**src/rtl/tdc_pkg.sv**
```systemverilog
// Shared definitions for the TDC hit event builder: default field widths,
// status flag bit positions, the builder FSM state type and a flag helper.
// Pure declarations; no logic, no latency, no flow control.
package tdc_pkg;

    localparam int TDC_COARSE_W  = 16;
    localparam int TDC_FINE_W    = 8;
    localparam int TDC_DEPTH     = 8;
    localparam int TDC_MAX_WIDTH = 4096;

    // Bit positions inside the 2-bit event flag field.
    localparam int FLAG_RESTART = 0;
    localparam int FLAG_TIMEOUT = 1;

    typedef logic [1:0] flags_t;

    typedef enum logic {
        ST_IDLE      = 1'b0,
        ST_WAIT_FALL = 1'b1
    } state_e;

    function automatic flags_t mk_flags(input logic timeout, input logic restart);
        flags_t f;
        f               = '0;
        f[FLAG_TIMEOUT] = timeout;
        f[FLAG_RESTART] = restart;
        return f;
    endfunction

endpackage

```
**src/rtl/tdc_event_fifo.sv**
```systemverilog
// Single-clock first-word-fall-through FIFO holding DEPTH entries.
// Latency: a word written at edge N is visible on rd_dat in the cycle after N.
// Backpressure: wr_rdy low only when full and no pop this cycle; rd_dat held while rd_vld & !rd_rdy.
// Ports: clk/rst_n (async active-low), wr_vld/wr_rdy/wr_dat push side, rd_vld/rd_rdy/rd_dat pop side.
module tdc_event_fifo #(
    parameter int WIDTH = 50,
    parameter int DEPTH = 8
) (
    input  logic             clk,
    input  logic             rst_n,
    input  logic             wr_vld,
    output logic             wr_rdy,
    input  logic [WIDTH-1:0] wr_dat,
    output logic             rd_vld,
    input  logic             rd_rdy,
    output logic [WIDTH-1:0] rd_dat
);

    localparam int AW = $clog2(DEPTH);

    // Pointers carry one extra wrap bit so full and empty are distinguishable.
    logic [AW:0]      wr_ptr_q, wr_ptr_d;
    logic [AW:0]      rd_ptr_q, rd_ptr_d;
    logic [WIDTH-1:0] mem_q [DEPTH];
    logic [WIDTH-1:0] mem_d [DEPTH];

    logic empty, full, do_push, do_pop;

    assign empty   = (wr_ptr_q == rd_ptr_q);
    assign full    = (wr_ptr_q[AW] != rd_ptr_q[AW]) &&
                     (wr_ptr_q[AW-1:0] == rd_ptr_q[AW-1:0]);
    assign rd_vld  = !empty;
    assign do_pop  = rd_vld && rd_rdy;
    // A pop frees the head slot in the same cycle, so a full FIFO still takes a push.
    assign wr_rdy  = !full || do_pop;
    assign do_push = wr_vld && wr_rdy;
    assign rd_dat  = empty ? '0 : mem_q[rd_ptr_q[AW-1:0]];

    always_comb begin
        mem_d    = mem_q;
        wr_ptr_d = wr_ptr_q;
        rd_ptr_d = rd_ptr_q;
        if (do_push) begin
            mem_d[wr_ptr_q[AW-1:0]] = wr_dat;
            wr_ptr_d                = wr_ptr_q + (AW+1)'(1);
        end
        if (do_pop) begin
            rd_ptr_d = rd_ptr_q + (AW+1)'(1);
        end
    end

    always_ff @(posedge clk or negedge rst_n) begin
        if (!rst_n) begin
            wr_ptr_q <= '0;
            rd_ptr_q <= '0;
            for (int i = 0; i < DEPTH; i++) begin
                mem_q[i] <= '0;
            end
        end else begin
            wr_ptr_q <= wr_ptr_d;
            rd_ptr_q <= rd_ptr_d;
            mem_q    <= mem_d;
        end
    end

endmodule

```
**src/rtl/tdc_hit_event_builder.sv**
```systemverilog
// Builds one timestamped event per TDC hit from rise/fall edge pulses and queues it for readout.
// Latency: edge in cycle N -> event register at N+1 -> FIFO write at end of N+1 -> oEVT_VALID in N+2.
// Backpressure: valid/ready on the FIFO head; events arriving while the FIFO is full are dropped and counted.
// Ports: iCLK0/iRST_N clock and async active-low reset; iRISEEDGE/iFALLEDGE/iFINE edge input;
//        oEVT_VALID/iEVT_READY/oEVT_DATA event output; oDROP_CNT/oERR_CNT saturating status counters.
module tdc_hit_event_builder
    import tdc_pkg::*;
#(
    parameter int COARSE_W  = TDC_COARSE_W,
    parameter int FINE_W    = TDC_FINE_W,
    parameter int DEPTH     = TDC_DEPTH,
    parameter int MAX_WIDTH = TDC_MAX_WIDTH
) (
    input  logic                             iCLK0,
    input  logic                             iRST_N,
    input  logic                             iRISEEDGE,
    input  logic                             iFALLEDGE,
    input  logic [FINE_W-1:0]                iFINE,
    output logic                             oEVT_VALID,
    input  logic                             iEVT_READY,
    output logic [2*COARSE_W+2*FINE_W+1:0]   oEVT_DATA,
    output logic [7:0]                       oDROP_CNT,
    output logic [7:0]                       oERR_CNT
);

    typedef struct packed {
        flags_t              flags;
        logic [COARSE_W-1:0] start_coarse;
        logic [FINE_W-1:0]   start_fine;
        logic [COARSE_W-1:0] width_coarse;
        logic [FINE_W-1:0]   stop_fine;
    } evt_t;

    localparam logic [COARSE_W-1:0] MAX_W = COARSE_W'(MAX_WIDTH);

    logic [COARSE_W-1:0] coarse_q, coarse_d;
    state_e              state_q, state_d;
    logic [COARSE_W-1:0] start_coarse_q, start_coarse_d;
    logic [FINE_W-1:0]   start_fine_q, start_fine_d;
    logic                evt_vld_q, evt_vld_d;
    evt_t                evt_q, evt_d;
    logic [7:0]          drop_cnt_q, drop_cnt_d;
    logic [7:0]          err_cnt_q, err_cnt_d;

    logic [COARSE_W-1:0] elapsed;
    logic                aged_out;
    logic                err_inc;
    logic                fifo_wr_rdy;

    // Modular difference handles counter wrap between the two edges.
    assign elapsed  = coarse_q - start_coarse_q;
    assign aged_out = (state_q == ST_WAIT_FALL) && (elapsed == MAX_W);

    always_comb begin
        coarse_d       = coarse_q + COARSE_W'(1);
        state_d        = state_q;
        start_coarse_d = start_coarse_q;
        start_fine_d   = start_fine_q;
        evt_vld_d      = 1'b0;
        evt_d          = evt_q;
        err_inc        = 1'b0;

        if (iRISEEDGE && iFALLEDGE) begin
            // Coincident edges are meaningless and discarded; the age limit
            // is independent of the edge inputs, so it can still expire here.
            err_inc = 1'b1;
            if (aged_out) begin
                evt_vld_d = 1'b1;
                evt_d     = '{flags: mk_flags(1'b1, 1'b0), start_coarse: start_coarse_q,
                              start_fine: start_fine_q, width_coarse: MAX_W, stop_fine: '0};
                state_d   = ST_IDLE;
            end
        end else if (state_q == ST_IDLE) begin
            if (iRISEEDGE) begin
                start_coarse_d = coarse_q;
                start_fine_d   = iFINE;
                state_d        = ST_WAIT_FALL;
            end else if (iFALLEDGE) begin
                err_inc = 1'b1;
            end
        end else begin
            if (iFALLEDGE) begin
                evt_vld_d = 1'b1;
                evt_d     = '{flags: mk_flags(1'b0, 1'b0), start_coarse: start_coarse_q,
                              start_fine: start_fine_q, width_coarse: elapsed, stop_fine: iFINE};
                state_d   = ST_IDLE;
            end else if (iRISEEDGE) begin
                // Missed trailing edge: close the open hit and start a new one.
                evt_vld_d      = 1'b1;
                evt_d          = '{flags: mk_flags(1'b0, 1'b1), start_coarse: start_coarse_q,
                                   start_fine: start_fine_q, width_coarse: elapsed, stop_fine: '0};
                start_coarse_d = coarse_q;
                start_fine_d   = iFINE;
            end else if (aged_out) begin
                evt_vld_d = 1'b1;
                evt_d     = '{flags: mk_flags(1'b1, 1'b0), start_coarse: start_coarse_q,
                              start_fine: start_fine_q, width_coarse: MAX_W, stop_fine: '0};
                state_d   = ST_IDLE;
            end
        end

        err_cnt_d = err_cnt_q;
        if (err_inc && (err_cnt_q != 8'hFF)) begin
            err_cnt_d = err_cnt_q + 8'd1;
        end

        drop_cnt_d = drop_cnt_q;
        if (evt_vld_q && !fifo_wr_rdy && (drop_cnt_q != 8'hFF)) begin
            drop_cnt_d = drop_cnt_q + 8'd1;
        end
    end

    always_ff @(posedge iCLK0 or negedge iRST_N) begin
        if (!iRST_N) begin
            coarse_q       <= '0;
            state_q        <= ST_IDLE;
            start_coarse_q <= '0;
            start_fine_q   <= '0;
            evt_vld_q      <= 1'b0;
            evt_q          <= '0;
            drop_cnt_q     <= '0;
            err_cnt_q      <= '0;
        end else begin
            coarse_q       <= coarse_d;
            state_q        <= state_d;
            start_coarse_q <= start_coarse_d;
            start_fine_q   <= start_fine_d;
            evt_vld_q      <= evt_vld_d;
            evt_q          <= evt_d;
            drop_cnt_q     <= drop_cnt_d;
            err_cnt_q      <= err_cnt_d;
        end
    end

    tdc_event_fifo #(
        .WIDTH (2*COARSE_W+2*FINE_W+2),
        .DEPTH (DEPTH)
    ) u_fifo (
        .clk    (iCLK0),
        .rst_n  (iRST_N),
        .wr_vld (evt_vld_q),
        .wr_rdy (fifo_wr_rdy),
        .wr_dat (evt_q),
        .rd_vld (oEVT_VALID),
        .rd_rdy (iEVT_READY),
        .rd_dat (oEVT_DATA)
    );

    assign oDROP_CNT = drop_cnt_q;
    assign oERR_CNT  = err_cnt_q;

endmodule

```
**config.mk**
```make
export PLATFORM = sky130hd
export DESIGN_NAME = tdc_hit_event_builder
export DESIGN_NICKNAME = d
export VERILOG_FILES = /design/src/rtl/tdc_pkg.sv /design/src/rtl/tdc_event_fifo.sv /design/src/rtl/tdc_hit_event_builder.sv
export SDC_FILE = /design/constraint.sdc
export NUM_CORES = 1
export LEC_CHECK = 0
export CORE_UTILIZATION = 66
export CTS_BUF_LIST = sky130_fd_sc_hd__clkbuf_2 sky130_fd_sc_hd__clkbuf_4 sky130_fd_sc_hd__clkbuf_8
export DETAILED_ROUTE_END_ITERATION = 10
export DONT_BUFFER_PORTS = 1
export GPL_ROUTABILITY_DRIVEN = 0
export GPL_TIMING_DRIVEN = 0
export PLACE_DENSITY = 0.89
export SLEW_MARGIN = 20
export SYNTH_ARGS = -nofsm -noshare
export SYNTH_HDL_FRONTEND = slang
export SYNTH_SLANG_ARGS = --single-unit
```
**constraint.sdc**
```tcl
create_clock -name iCLK0 -period 5.7 [get_ports iCLK0]
set_clock_uncertainty 0.15 [all_clocks]
set_input_delay 1.14 -clock iCLK0 [delete_from_list [all_inputs] [get_ports iCLK0]]
set_output_delay 1.14 -clock iCLK0 [all_outputs]
set_load 0.02 [all_outputs]
```
After elaboration in Yosys (flattened, before gate mapping)
Index checks and enable logic that the tools add are counted.
{ "word_totals": {"ramBits": 0, "reg_bits": 516, "elab_cells": 91, "rom_bits": 0, "latch_bits": 0, "mem_count": 0} }
{ "classes": {"magnitude_cmp": 3, "bitwise": 3, "n_reduce_logical": 15, "n_mux": 34, "n_shift": 0, "multipliers": 0, "addsub": 6, "eq_ne": 8, "div_mod_pow": 0} }
{ "op_table": {"columns": ["cell", "count"], "rows": [
  ["$mux 50", 9],
  ["$bwmux 400", 1],
  ["$bmux 50 s3", 1],
  ["$demux 50 s3", 1],
  ["$mux 16", 3],
  ["$mux 8", 3],
  ["$add 16x1->16 const B", 1],
  ["$add 8x1->8 const B", 2],
  ["$eq 16x13->1 const B", 1],
  ["$mux 1", 16],
  ["$ne 8x8->1 const B", 2],
  ["$sub 16x16->16", 1],
  ["$logic_and 1x1->1", 9],
  ["$add 4x1->4 const B", 2],
  ["$ge 4x4->1 const B", 2],
  ["$not 3->4", 2],
  ["$eq 4x4->1", 1],
  ["$lt 4x1->1 const B", 1],
  ["$ne 2x2->1 const B", 2],
  ["$eq 3x3->1", 1],
  ["$logic_not 1->1", 3],
  ["$reduce_and 2->1", 1],
  ["$reduce_bool 2->1", 1],
  ["$logic_or 1x1->1", 1],
  ["2 further kinds", 2]
]} }

Longest topological paths before layout
Gate-level depths: netlist of the first run.
{ "depth": {"ltp_word": 8, "mapped_depth": 14} }

Hierarchy
From an unflattened synthesis of the first run, not the netlist that was laid out.
{ "hier_totals": {"cells_unflattened": 1786, "area_unflattened_um2": 24589.8} }
{ "by_module_without_submodules": {"columns": ["mod", "area_per_inst_um2", "cells_each", "instances", "seq_area_each_um2"], "rows": [
  ["tdc_event_fifo", 18392.6, 1136, 1, 10209.8],
  ["tdc_hit_event_builder", 6197.2, 650, 1, 2702.6]
]} }

Worst setup path before layout of the first run
No wires, ideal clock.
{ "synth_timing": {"kind": "reg2out", "from": "register u_fifo.rd_ptr_q[0]", "to": "output port oEVT_DATA[21]", "path_stages_with_launch": 7, "required_time_ps": 4410, "path_buffers": 3, "slack_ps": 2239, "arrival_time_ps": 2171, "path_cell_list": "dfrtp_1 > clkbuf_1 > buf_1 > buf_1 > mux4_2 > mux2i_1 > nor2_1"} }
{ "synth_between": {"elab_chain_len": 5} }
{ "synth_lines": {"columns": ["item", "line_no", "rtl"], "rows": [
  ["start, declared", "tdc_event_fifo.sv:23", "logic [AW:0] rd_ptr_q, rd_ptr_d;"],
  ["start signal, assigned", "tdc_event_fifo.sv:61", "rd_ptr_q <= rd_ptr_d;"],
  ["$not 3->4 (not written as such)", "tdc_event_fifo.sv:37", "assign rd_dat = empty ? '0 : mem_q[rd_ptr_q[AW-1:0]];"],
  ["$bmux 50 s3", "tdc_event_fifo.sv:37", null],
  ["$mux 50 (not written as such) (2 in a row)", "tdc_event_fifo.sv:37", null],
  ["$mux 50 (*)", "tdc_event_fifo.sv:37", null],
  ["end, declared", "tdc_hit_event_builder.sv:21", "output logic [2*COARSE_W+2*FINE_W+1:0] oEVT_DATA,"]
]} }
Every way passes the cells marked *; elsewhere a longest branch is shown, timed or not. The select of a mux whose other input is x is not followed.

Worst setup path in the final report of the first run
{ "layout_timing": {"from": "register u_fifo.rd_ptr_q[0]", "to": "output port oEVT_DATA[20]"} }
The elaborated chain is that of the path after synthesis.

==> results of run 1 <==
-- worst max-delay path, stage by stage, from the launching register on --
cell and delay [ps]:
sky130_fd_sc_hd__dfrtp_1 350, sky130_fd_sc_hd__clkbuf_1 220, sky130_fd_sc_hd__buf_1 530, sky130_fd_sc_hd__buf_1 830
sky130_fd_sc_hd__mux4_2 610, sky130_fd_sc_hd__mux2i_1 280, sky130_fd_sc_hd__nor2_1 190
-- routing by layer --
metal | part of all wire, % | wire (um) | vias up
li1 | - | - | 6251
met1 | 38 | 22500 | 8004
met2 | 49 | 29100 | 818
met3 | 8.9 | 5300 | 227
met4 | 5.1 | 3040 | 2
met5 | 0.025 | 15 | -
-- cells in the final DEF (no fill, tap or decap), drive strengths merged, types with 19 or more instances in the layout --
master | Yosys | layout
buf | 46 | 44
clkbuf | 56 | 194
dfrtp | 516 | 516
ha | 20 | 20
inv | 38 | 40
mux2 | 374 | 374
mux2i | 54 | 54
mux4 | 100 | 100
nand2 | 115 | 115
nor2 | 73 | 73
o21ai | 84 | 84
o22ai | 19 | 19
xnor2 | 34 | 34
-- flip-flops by register name (all words and copies together), names as in the netlist --
register         flops
start_fine_q         8
state_q              1
coarse_q            16
evt_vld_q            1
start_coarse_q      16
u_fifo.rd_ptr_q      4
u_fifo.mem_q       400
oDROP_CNT            8
u_fifo.wr_ptr_q      4
evt_q               50
oERR_CNT             8
-- power groups by stage --
stage / Combinational [mW] / Clock [mW] / Sequential [mW]
6_report: 4.52 / 3.36 / 5.71
5_1_grt: 4.78 / 3.55 / 5.82
4_1_cts: 4.50 / 3.38 / 5.67
3_5_place_dp: 4.41 / 0 / 5.69
3_3_place_gp: 4.25 / 0 / 5.56
2_1_floorplan: 3.53 / 0 / 5.39
-- logic make-up after synthesis --
| group | count (synthesis) |
|---|---|
| simple gates | 261 |
| fa+ha+maj | 21 |
| buf+inv | 140 |
| mux | 528 |
| compound gates | 159 |
| flops | 516 |
| xor+xnor | 46 |
-- through the flow --
step                setup slack, ps  cell area (sq um)
finish                          749              25700
global placement               1320              23900
floorplan                      2240              23300
global route                    570              25700
detailed placement             1400              23900
CTS                             708              25700
-- final cells by class --
class | instances | area (sq um) | area share, %
clock buffer | 136 | 1680 | 6.53
clock inverter | 9 | 90.1 | 0.351
antenna | 4 | 10.0 | 0.0389
multi-input combinational | 1015 | 9830 | 38.3
sequential | 516 | 12900 | 50.2
tap | 455 | 569 | 2.21
buffer | 102 | 460 | 1.79
inverter | 38 | 150 | 0.584
-- worst paths after layout --
check	end	depth (start not counted)	from	slack, ps
max	oEVT_DATA[20]	6	u_fifo.rd_ptr_q[0]$_DFFE_PN0P_	750
min	u_fifo.mem_q[311]$_DFFE_PN0P_	0	iRST_N	50
max reg2reg	evt_q[42]$_DFFE_PN0P_	12	coarse_q[0]$_DFF_PN0_	1340
min reg2reg	u_fifo.mem_q[15]$_DFFE_PN0P_	2	u_fifo.mem_q[15]$_DFFE_PN0P_	330
max in group asynchronous	coarse_q[13]$_DFF_PN0_	0	iRST_N	4300
min in group iCLK0	u_fifo.mem_q[15]$_DFFE_PN0P_	2	u_fifo.mem_q[15]$_DFFE_PN0P_	330
==> insert_results.sql, run 1 <==
INSERT INTO impl_metrics (metric_group, metric, value, unit) VALUES
('pwr', 'share_comb_of_total_power', '33.2', '%'),
('synthesis', 'number_of_enable_type_register_cells_in_the_synthesized_netlist', '0', ''),
('synthesis', 'synth_largest_area_cell', 'sky130_fd_sc_hd__dfrtp_1', ''),
('clock_tree', 'clk_root_buffer_cell', 'sky130_fd_sc_hd__clkbuf_8', ''),
('sta', 'timing.final.max_slew_violations', '0', ''),
('clock_tree', 'number_of_h_tree_branching_levels', '3', ''),
('clock_tree', 'cts_max_path_buffers', '3', ''),
('detailed_routing', 'wl_per_cell', '26.3', 'um'),
('floorplanning', 'floorplan.initialDensity', '67.4', '%'),
('floorplanning', 'num_rows', '68', ''),
('global_routing', 'first_global_vias', '16178', ''),
('outcome', 'status', 'completed', ''),
('synthesis', 'synth-compound-area-share', '4.20', '%'),
('synthesis', 'syn_area_per_cell', '14.0', 'sq um'),
('pwr', 'power.clock.fraction', '24.7', '%'),
('synthesis', 'number_of_distinct_library_cells_after_synthesis', '66', ''),
('detailed_routing', 'via_per_inst', '6.73', ''),
('synthesis', 'yosysMostFrequentCell', 'sky130_fd_sc_hd__dfrtp_1', ''),
('clock_tree', 'clock_tree_from_tritoncts', 'done', ''),
('layout', 'drive_above_1_share', '36.7', '%'),
('floorplanning', 'design.core.area', '34600', 'sq um'),
('layout', 'finish.net_count', '1789', ''),
('placement', 'hpwl', '36.9', 'mm'),
('synthesis', 'post_synth_most_frequent_cells', '516 x sky130_fd_sc_hd__dfrtp_1, 371 x sky130_fd_sc_hd__mux2_2, 115 x sky130_fd_sc_hd__nand2_1', ''),
('global_routing', 'grt.overflow.total', '0', ''),
('sta', 'headroom_to_the_max_slew_limit', '13.5', '%'),
('pwr', 'power_density_of_the_placed_cells', '529', 'nW/um^2'),
('floorplanning', 'io-pin-count', '80', ''),
('pwr', 'irDropWorstVdd', '0.000328', 'V'),
('detailed_routing', 'number_of_nets_with_antenna_violations_after_routing', '0', ''),
('layout', 'instances_no_fill', '2275', ''),
('detailed_routing', 'drt_drc_violations_left', '0', ''),
('synthesis', 'synthAdderAreaFrac', '1.16', '%'),
('worst_setup_path', 'critPathRequiredTime', '4410', 'ps'),
('synthesis', 'synth_area_leaders', 'sky130_fd_sc_hd__dfrtp_1 55%, sky130_fd_sc_hd__mux2_2 18%, sky130_fd_sc_hd__mux4_2 9.6%', ''),
('clock_tree', 'tritoncts_num_sinks', '516', ''),
('detailed_routing', 'drtIter0Drc', '1498', ''),
('worst_setup_path', 'setup.worst_path.end_class', 'primary output', ''),
('synthesis', 'syn-instance-count', '1671', ''),
('hold_path', 'timing.hold.worst.class', 'in2async', ''),
('flow_run', 'max_cap_viol_count', '0', ''),
('detailed_routing', 'drt_pass1_iterations', '5', ''),
('clock_tree', 'number_of_buffers_created_by_cts', '82', ''),
('global_routing', 'grt_first_pass_wirelength', '92.9', 'mm'),
('synthesis', 'synth.yosys.warnings', '0', ''),
('synthesis', 'synth_mux_area_share', '30.1', '%'),
('sta', 'timing_hold_violations_final', '0', ''),
('synthesis', 'synth_sequential_area_ratio', '55.3', '%'),
('synthesis', 'simple_logic_cell_fraction_of_the_synthesized_area', '4.94', '%'),
('global_routing', 'gr-usage-met1', '43.1', '%'),
('floorplanning', 'dieArea', '36100', 'sq um'),
('global_routing', 'met3_track_demand_over_resource_in_global_routing', '9.80', '%'),
('floorplanning', 'chipHeight', '190', 'um'),
('synthesis', 'syn-num-nets', '1705', ''),
('detailed_routing', 'via_count', '15302', ''),
('synthesis', 'syn-cell-area', '23300', 'sq um'),
('sta', 'worst_slew_pin_slew', '1300', 'ps'),
('clock_tree', 'cts.repair_timing.setup_buffer_count', '0', ''),
('layout', 'layout-area-overhead-vs-synth', '10.1', '%'),
('floorplanning', 'die_width', '190', 'um'),
('global_routing', 'largest_net_degree_at_the_start_of_global_routing', '517', ''),
('pwr', 'power.switching_fraction', '34.7', '%'),
('sta', 'final.hold.worst_slack', '54.3', 'ps'),
('layout', 'utilization', '74.2', '%'),
('clock_tree', 'postCtsResizedCells', '0', ''),
('synthesis', 'synth-async-reset-ratio', '100', '%'),
('sta', 'timing.final.setup_violations', '0', ''),
('synthesis', 'synth_xor_area_share', '1.73', '%'),
('pwr', 'leakagePower', '12.0', 'nW'),
('pwr', 'pint', '8.88', 'mW'),
('sta', 'max_clock_freq', '202', 'MHz');
Note: power is estimated with default switching activity, not from simulation.
==> run 2: changes to the inputs <==
--- a/config.mk
+++ b/config.mk
@@ -11,6 +11,7 @@
 export DONT_BUFFER_PORTS = 1
 export GPL_ROUTABILITY_DRIVEN = 0
 export GPL_TIMING_DRIVEN = 0
+export MAX_ROUTING_LAYER = met4
 export PLACE_DENSITY = 0.89
 export SLEW_MARGIN = 20
 export SYNTH_ARGS = -nofsm -noshare
==> run 2 against run 1 <==
- flip-flop and latch count is the same
- combinational power about the same
- highest routed layer is now met4
- global-route usage increased by 1.1 points
- non-clock buffer count unchanged
==> insert_results.sql, run 2 (synthesis results as in run 1) <==
INSERT INTO impl_metrics (metric_group, metric, value, unit) VALUES
('outcome', 'status', 'completed', ''),
('global_routing', 'largest_net_degree_at_the_start_of_global_routing', '517', ''),
('worst_setup_path', 'start_kind', 'flop', ''),
('floorplanning', 'io-pin-count', '80', ''),
('clock_tree', 'cts.repair_timing.setup_buffer_count', '0', ''),
('worst_setup_path', 'crit_path_leading_delay_family', 'buffers and inverters', ''),
('clock_tree', 'worst_path_clk_slew', '60', 'ps'),
('pwr', 'leakagePower', '12.0', 'nW'),
('worst_setup_path', 'crit_chain', 'clkbuf_1 -> buf_1 -> clkbuf_1 -> mux4_2 -> mux2i_1 -> nor2_1', ''),
('sta', 'setup_total_negative_slack', '0', 'ps'),
('sta', 'max_clock_freq', '201', 'MHz'),
('worst_setup_path', 'reg2reg_depth', '12', ''),
('floorplanning', 'num_rows', '68', ''),
('layout', 'layout-area-overhead-vs-synth', '10.2', '%'),
('clock_tree', 'clk_root_buffer_cell', 'sky130_fd_sc_hd__clkbuf_8', ''),
('floorplanning', 'dieArea', '36100', 'sq um'),
('detailed_routing', 'drt_pass1_iterations', '8', ''),
('worst_setup_path', 'critPathRequiredTime', '4410', 'ps'),
('worst_setup_path', 'worstPathBufferInverterCount', '3', ''),
('detailed_routing', 'via_count', '15314', ''),
('global_routing', 'grt.total_usage', '35.6', '%'),
('global_routing', 'first_global_vias', '16161', ''),
('sta', 'timing.final.setup_violations', '0', ''),
('worst_setup_path', 'worst-r2r-setup-slack', '1300', 'ps'),
('global_routing', 'number_of_antenna_violations_at_the_first_check_in_global_routing', '7', ''),
('layout', 'mostFrequentLayoutCells', '516 x sky130_fd_sc_hd__dfrtp_1, 371 x sky130_fd_sc_hd__mux2_2, 115 x sky130_fd_sc_hd__nand2_1', ''),
('clock_tree', 'clkLatencyLatePin', '660', 'ps'),
('clock_tree', 'postCtsResizedCells', '0', ''),
('detailed_routing', 'drtIter0Drc', '1387', ''),
('pwr', 'irDropWorstVdd', '0.000328', 'V'),
('layout', 'most_common_cell_after_layout_fill_and_taps_aside', 'sky130_fd_sc_hd__dfrtp_1', ''),
('floorplanning', 'die_width', '190', 'um'),
('clock_tree', 'tritoncts_num_sinks', '516', ''),
('worst_setup_path', 'setup.worst_path.class', 'reg2out', ''),
('global_routing', 'grt.overflow.total', '0', ''),
('floorplanning', 'floorplan.initialDensity', '67.4', '%'),
('clock_tree', 'ctsHoldBuffers', '0', ''),
('sta', 'fin_crit', '4970', 'ps'),
('sta', 'timing.final.max_slew_violations', '0', ''),
('sta', 'timing_hold_violations_final', '0', ''),
('worst_setup_path', 'crit_path_top_delay_cell', 'sky130_fd_sc_hd__clkbuf_1', ''),
('global_routing', 'grt_first_pass_wirelength', '93.0', 'mm'),
('pwr', 'power_density_of_the_placed_cells', '530', 'nW/um^2'),
('worst_setup_path', 'cp.arrival', '3680', 'ps'),
('clock_tree', 'number_of_buffers_created_by_cts', '82', ''),
('worst_setup_path', 'worst_r2r_endpoint', 'evt_q[42]$_DFFE_PN0P_', ''),
('hold_path', 'timing.hold.worst.class', 'in2async', ''),
('detailed_routing', 'via_per_inst', '6.71', ''),
('worst_setup_path', 'crit_path_max_fanout', '10', ''),
('flow_run', 'max_cap_viol_count', '0', ''),
('worst_setup_path', 'r2r_start', 'coarse_q[0]$_DFF_PN0_', ''),
('worst_setup_path', 'delay_of_the_slowest_critical_path_stage', '820', 'ps'),
('worst_setup_path', 'crit_path_end', 'oEVT_DATA[21]', ''),
('layout', 'drive_above_1_share', '36.6', '%'),
('sta', 'setup_repair_after_global_routing_missed_its_margin', 'no', ''),
('worst_setup_path', 'crit_path_start', 'u_fifo.rd_ptr_q[0]$_DFFE_PN0P_', ''),
('detailed_routing', 'number_of_nets_with_antenna_violations_after_routing', '0', ''),
('clock_tree', 'clock_tree_from_tritoncts', 'done', ''),
('sta', 'headroom_to_the_max_slew_limit', '27.4', '%'),
('worst_setup_path', 'cpMostUsedCell', 'sky130_fd_sc_hd__clkbuf_1', ''),
('sta', 'layout_worst_path_cycle_share', '87.2', '%'),
('layout', 'registers.top_by_ff_count', 'u_fifo.mem_q', ''),
('floorplanning', 'design.core.area', '34600', 'sq um'),
('layout', 'largest_regs', 'u_fifo.mem_q x400, evt_q x50', ''),
('layout', 'finish.net_count', '1789', ''),
('worst_setup_path', 'setup.worst_path.end_class', 'primary output', ''),
('layout', 'utilization', '74.3', '%'),
('detailed_routing', 'drt_drc_violations_left', '0', ''),
('clock_tree', 'cts_max_path_buffers', '3', ''),
('placement', 'buffer_ports.inserted', '0', ''),
('detailed_routing', 'wl_per_cell', '26.5', 'um'),
('layout', 'largest_register_ffs', '400', ''),
('floorplanning', 'chipHeight', '190', 'um'),
('placement', 'hpwl', '36.9', 'mm'),
('detailed_routing', 'routed_wl', '60.4', 'mm'),
('clock_tree', 'number_of_h_tree_branching_levels', '3', ''),
('sta', 'worst_slew_pin_slew', '1090', 'ps'),
('worst_setup_path', 'cp.depth', '6', '');
[run 2: worst min path at each step]
stage / end / slack (ps) / depth (start not counted)
floorplan: u_fifo.mem_q[250]$_DFFE_PN0P_ / 290 / 2
global placement: u_fifo.mem_q[1]$_DFFE_PN0P_ / 310 / 2
detailed placement: u_fifo.mem_q[6]$_DFFE_PN0P_ / 320 / 2
CTS: u_fifo.mem_q[151]$_DFFE_PN0P_ / 40 / 0
global route: u_fifo.mem_q[312]$_DFFE_PN0P_ / 20 / 0
finish: u_fifo.mem_q[311]$_DFFE_PN0P_ / 50 / 0
[run 2: report_power, final]
group          total, mW  internal [mW]  switching, mW  leakage (nW)
logic               4.53           2.12           2.41          4.31
registers           5.72           4.86          0.861          6.72
clock network       3.38           1.90           1.48         0.931
total               13.6           8.88           4.75          12.0
[run 2: layer usage]
layer	global-route usage [%]	share of wire (%)
met5	-	0
met1	43.4	38
met4	18.2	4.6
met2	54.9	48
met3	9.59	9.4
[run 2: area by class of cell]
| type | count | area (sq um) |
|---|---|---|
| clock inverter | 9 | 90.1 |
| clock buffer | 136 | 1680 |
| sequential | 516 | 12900 |
| inverter | 38 | 150 |
| antenna | 10 | 25.0 |
| tap | 455 | 569 |
| buffer | 102 | 460 |
| multi-input combinational | 1015 | 9830 |
| fill | 1945 | 8920 |
[run 2: metrics by stage]
stage / setup WS [ps] / cell area [sq um] / total power [mW] / std cells / hold WS [ps]
6_report: 729 / 25700 / 13.6 / 2281 / 50.1
5_1_grt: 578 / 25700 / 14.2 / 2280 / 23.7
4_1_cts: 708 / 25700 / 13.6 / 2271 / 43.6
3_5_place_dp: 1400 / 23900 / 10.1 / 2126 / 316
3_3_place_gp: 1320 / 23900 / 9.80 / 2126 / 306
2_1_floorplan: 2240 / 23300 / 8.92 / 1671 / 295
==> run 3: changes to the inputs <==
--- a/config.mk
+++ b/config.mk
@@ -10,7 +10,6 @@
 export DETAILED_ROUTE_END_ITERATION = 10
 export DONT_BUFFER_PORTS = 1
 export GPL_ROUTABILITY_DRIVEN = 0
-export GPL_TIMING_DRIVEN = 0
 export MAX_ROUTING_LAYER = met4
 export PLACE_DENSITY = 0.89
 export SLEW_MARGIN = 20
==> run 3 against run 2 <==
- die area unchanged
- largest power group unchanged
- register-to-register slack better by 180 ps
- clock power down 2%
- sequential power up 3%
- sequential share of layout area up 0.64 points
- cell count down 4.2%
- critical path depth down 1
- setup slack better by 270 ps
- final area down 1.2%
- hold slack worse by 18 ps
- critical path type unchanged
==> insert_results.sql, run 3 (synthesis results as in run 1) <==
INSERT INTO impl_metrics (metric_group, metric, value, unit) VALUES
('sta', 'headroom_to_the_max_slew_limit', '16.8', '%'),
('floorplanning', 'dieArea', '36100', 'sq um'),
('pwr', 'leakagePower', '11.8', 'nW'),
('layout', 'registers.top_by_ff_count', 'u_fifo.mem_q', ''),
('hold_path', 'timing.hold.worst.class', 'in2async', ''),
('floorplanning', 'floorplan.initialDensity', '67.4', '%'),
('global_routing', 'grt.overflow.total', '0', ''),
('placement', 'dpl-instance-area', '23700', 'sq um'),
('clock_tree', 'ctsHoldBuffers', '0', ''),
('global_routing', 'grt.total_usage', '30.7', '%'),
('worst_setup_path', 'crit_path_max_fanout', '67', ''),
('worst_setup_path', 'crit_path_leading_delay_family', 'flip-flops', ''),
('worst_setup_path', 'cp.arrival', '3410', 'ps'),
('sta', 'layout_worst_path_cycle_share', '82.4', '%'),
('layout', 'post-route-cell-area', '25400', 'sq um'),
('layout', 'layout-area-overhead-vs-synth', '8.87', '%'),
('sta', 'timing.final.setup_violations', '0', ''),
('worst_setup_path', 'critPathRequiredTime', '4410', 'ps'),
('clock_tree', 'postCtsResizedCells', '0', ''),
('layout', 'mostFrequentLayoutCells', '513 x sky130_fd_sc_hd__dfrtp_1, 371 x sky130_fd_sc_hd__mux2_2, 114 x sky130_fd_sc_hd__nand2_1', ''),
('detailed_routing', 'via_count', '14093', ''),
('worst_setup_path', 'worstPathBufferInverterCount', '1', ''),
('worst_setup_path', 'start_kind', 'flop', ''),
('pwr', 'design_power_total', '13.2', 'mW'),
('clock_tree', 'cts.repair_timing.setup_buffer_count', '0', ''),
('sta', 'setup_repair_after_global_routing_missed_its_margin', 'no', ''),
('detailed_routing', 'number_of_nets_with_antenna_violations_after_routing', '0', ''),
('pwr', 'power_density_of_the_placed_cells', '520', 'nW/um^2'),
('clock_tree', 'tritoncts_num_sinks', '516', ''),
('layout', 'largest_register_ffs', '400', ''),
('sta', 'post-route-worst-setup-slack', '1000', 'ps'),
('clock_tree', 'number_of_h_tree_branching_levels', '3', ''),
('detailed_routing', 'drtIter0Drc', '947', ''),
('floorplanning', 'die_width', '190', 'um'),
('layout', 'antenna_cells_inserted', '0', ''),
('layout', 'finish.net_count', '1705', ''),
('sta', 'worst_slew_pin_slew', '1250', 'ps'),
('worst_setup_path', 'worst-r2r-setup-slack', '1480', 'ps'),
('sta', 'timing_hold_violations_final', '0', ''),
('global_routing', 'first_global_vias', '15142', ''),
('worst_setup_path', 'delay_of_the_slowest_critical_path_stage', '1130', 'ps'),
('floorplanning', 'chipHeight', '190', 'um'),
('detailed_routing', 'routed_wl', '51.1', 'mm'),
('clock_tree', 'cts_max_path_buffers', '3', ''),
('clock_tree', 'clkLatencyLatePin', '650', 'ps'),
('sta', 'final.hold.worst_slack', '31.8', 'ps'),
('worst_setup_path', 'r2r_start', 'coarse_q[0]$_DFF_PN0_', ''),
('sta', 'max_clock_freq', '213', 'MHz'),
('placement', 'dp_cells', '2042', ''),
('clock_tree', 'worst_path_clk_slew', '70', 'ps'),
('floorplanning', 'design.core.area', '34600', 'sq um'),
('layout', 'instances_no_fill', '2185', ''),
('worst_setup_path', 'worst_r2r_endpoint', 'evt_q[28]$_DFFE_PN0P_', ''),
('detailed_routing', 'wl_per_cell', '23.4', 'um'),
('clock_tree', 'number_of_buffers_created_by_cts', '82', ''),
('placement', 'pre_cts_setup_slack', '1570', 'ps'),
('detailed_routing', 'drt_pass1_iterations', '5', ''),
('worst_setup_path', 'reg2reg_depth', '12', ''),
('worst_setup_path', 'setup.worst_path.class', 'reg2out', ''),
('layout', 'utilization', '73.4', '%'),
('layout', 'fillCellCount', '2109', ''),
('layout', 'most_common_cell_after_layout_fill_and_taps_aside', 'sky130_fd_sc_hd__dfrtp_1', ''),
('clock_tree', 'clock_tree_from_tritoncts', 'done', ''),
('sta', 'setup_total_negative_slack', '0', 'ps'),
('global_routing', 'largest_net_degree_at_the_start_of_global_routing', '517', ''),
('clock_tree', 'clk_root_buffer_cell', 'sky130_fd_sc_hd__clkbuf_8', ''),
('worst_setup_path', 'setup.worst_path.end_class', 'primary output', ''),
('placement', 'buffer_ports.inserted', '0', ''),
('sta', 'timing.final.max_slew_violations', '0', ''),
('flow_run', 'max_cap_viol_count', '0', ''),
('global_routing', 'grt_first_pass_wirelength', '82.5', 'mm'),
('detailed_routing', 'drt_drc_violations_left', '0', ''),
('detailed_routing', 'via_per_inst', '6.45', ''),
('global_routing', 'number_of_antenna_violations_at_the_first_check_in_global_routing', '0', ''),
('layout', 'largest_regs', 'u_fifo.mem_q x400, evt_q x50', ''),
('placement', 'hpwl', '29.8', 'mm'),
('worst_setup_path', 'crit_chain', 'xnor2_1 -> nand3_1 -> nor2b_4 -> buf_4 -> nor2_1', ''),
('outcome', 'status', 'completed', ''),
('floorplanning', 'num_rows', '68', ''),
('sta', 'fin_crit', '4700', 'ps'),
('worst_setup_path', 'crit_path_top_delay_cell', 'sky130_fd_sc_hd__dfrtp_4', ''),
('pwr', 'irDropWorstVdd', '0.000320', 'V'),
('floorplanning', 'io-pin-count', '80', ''),
('layout', 'drive_above_1_share', '37.7', '%');
-- run 3: cell types whose count changed in the layout (fill, tap and decap cells not counted), moves of 3 or more --
cell	previous run	this run
sky130_fd_sc_hd__buf_2	32	0
sky130_fd_sc_hd__diode_2	10	0
sky130_fd_sc_hd__dfrtp_1	516	513
sky130_fd_sc_hd__dfrtp_4	0	3
sky130_fd_sc_hd__buf_4	1	16
sky130_fd_sc_hd__clkinvlp_4	4	1
sky130_fd_sc_hd__buf_1	8	0
sky130_fd_sc_hd__clkbuf_1	56	0
-- run 3: how the worst max path moves through the flow --
stage	end	slack (ps)	depth (start not counted)	startpoint
detailed placement	evt_q[41]$_DFFE_PN0P_	1570	11	coarse_q[0]$_DFF_PN0_
global route	oEVT_DATA[6]	830	5	u_fifo.rd_ptr_q[1]$_DFFE_PN0P_
finish	oEVT_DATA[6]	1000	5	u_fifo.rd_ptr_q[1]$_DFFE_PN0P_
CTS	oEVT_DATA[6]	980	5	u_fifo.rd_ptr_q[1]$_DFFE_PN0P_
floorplan	oEVT_DATA[21]	2240	6	u_fifo.rd_ptr_q[0]$_DFFE_PN0P_
global placement	evt_q[42]$_DFFE_PN0P_	1690	11	coarse_q[0]$_DFF_PN0_
-- run 3: report_power, final --
| part | total [mW] | switching (mW) | internal [mW] |
|---|---|---|---|
| Combinational | 4.04 | 1.95 | 2.09 |
| Sequential | 5.87 | 1.01 | 4.86 |
| Clock | 3.31 | 1.44 | 1.87 |
-- run 3: worst reg2reg max path, stage by stage, from the launching register on --
cell and delay [ps]:
sky130_fd_sc_hd__dfrtp_1 460, sky130_fd_sc_hd__inv_1 110, sky130_fd_sc_hd__ha_1 240, sky130_fd_sc_hd__fa_1 410, sky130_fd_sc_hd__nand2b_1 200, sky130_fd_sc_hd__a211o_1 330
sky130_fd_sc_hd__o21ai_1 290, sky130_fd_sc_hd__o221ai_1 200, sky130_fd_sc_hd__xnor2_1 420, sky130_fd_sc_hd__nand4_1 220, sky130_fd_sc_hd__o21a_1 420, sky130_fd_sc_hd__inv_8 270
sky130_fd_sc_hd__mux2_2 390
-- run 3: cell type report --
type | instances | area, sq um | area share, %
inverter | 38 | 150 | 0.591
clock buffer | 133 | 1640 | 6.47
timing repair buffer | 18 | 160 | 0.630
tap | 455 | 569 | 2.24
sequential | 516 | 12900 | 50.9
multi-input combinational | 1015 | 9870 | 38.8
clock inverter | 10 | 95.1 | 0.374
-- run 3: metal layers --
layer	share of wire, %	vias to the layer above	GRT usage (%)
met3	5.4	141	5.76
met2	51	458	50.4
met5	0	-	-
li1	-	6070	-
met1	40	7424	38.1
met4	3.1	0	11.4
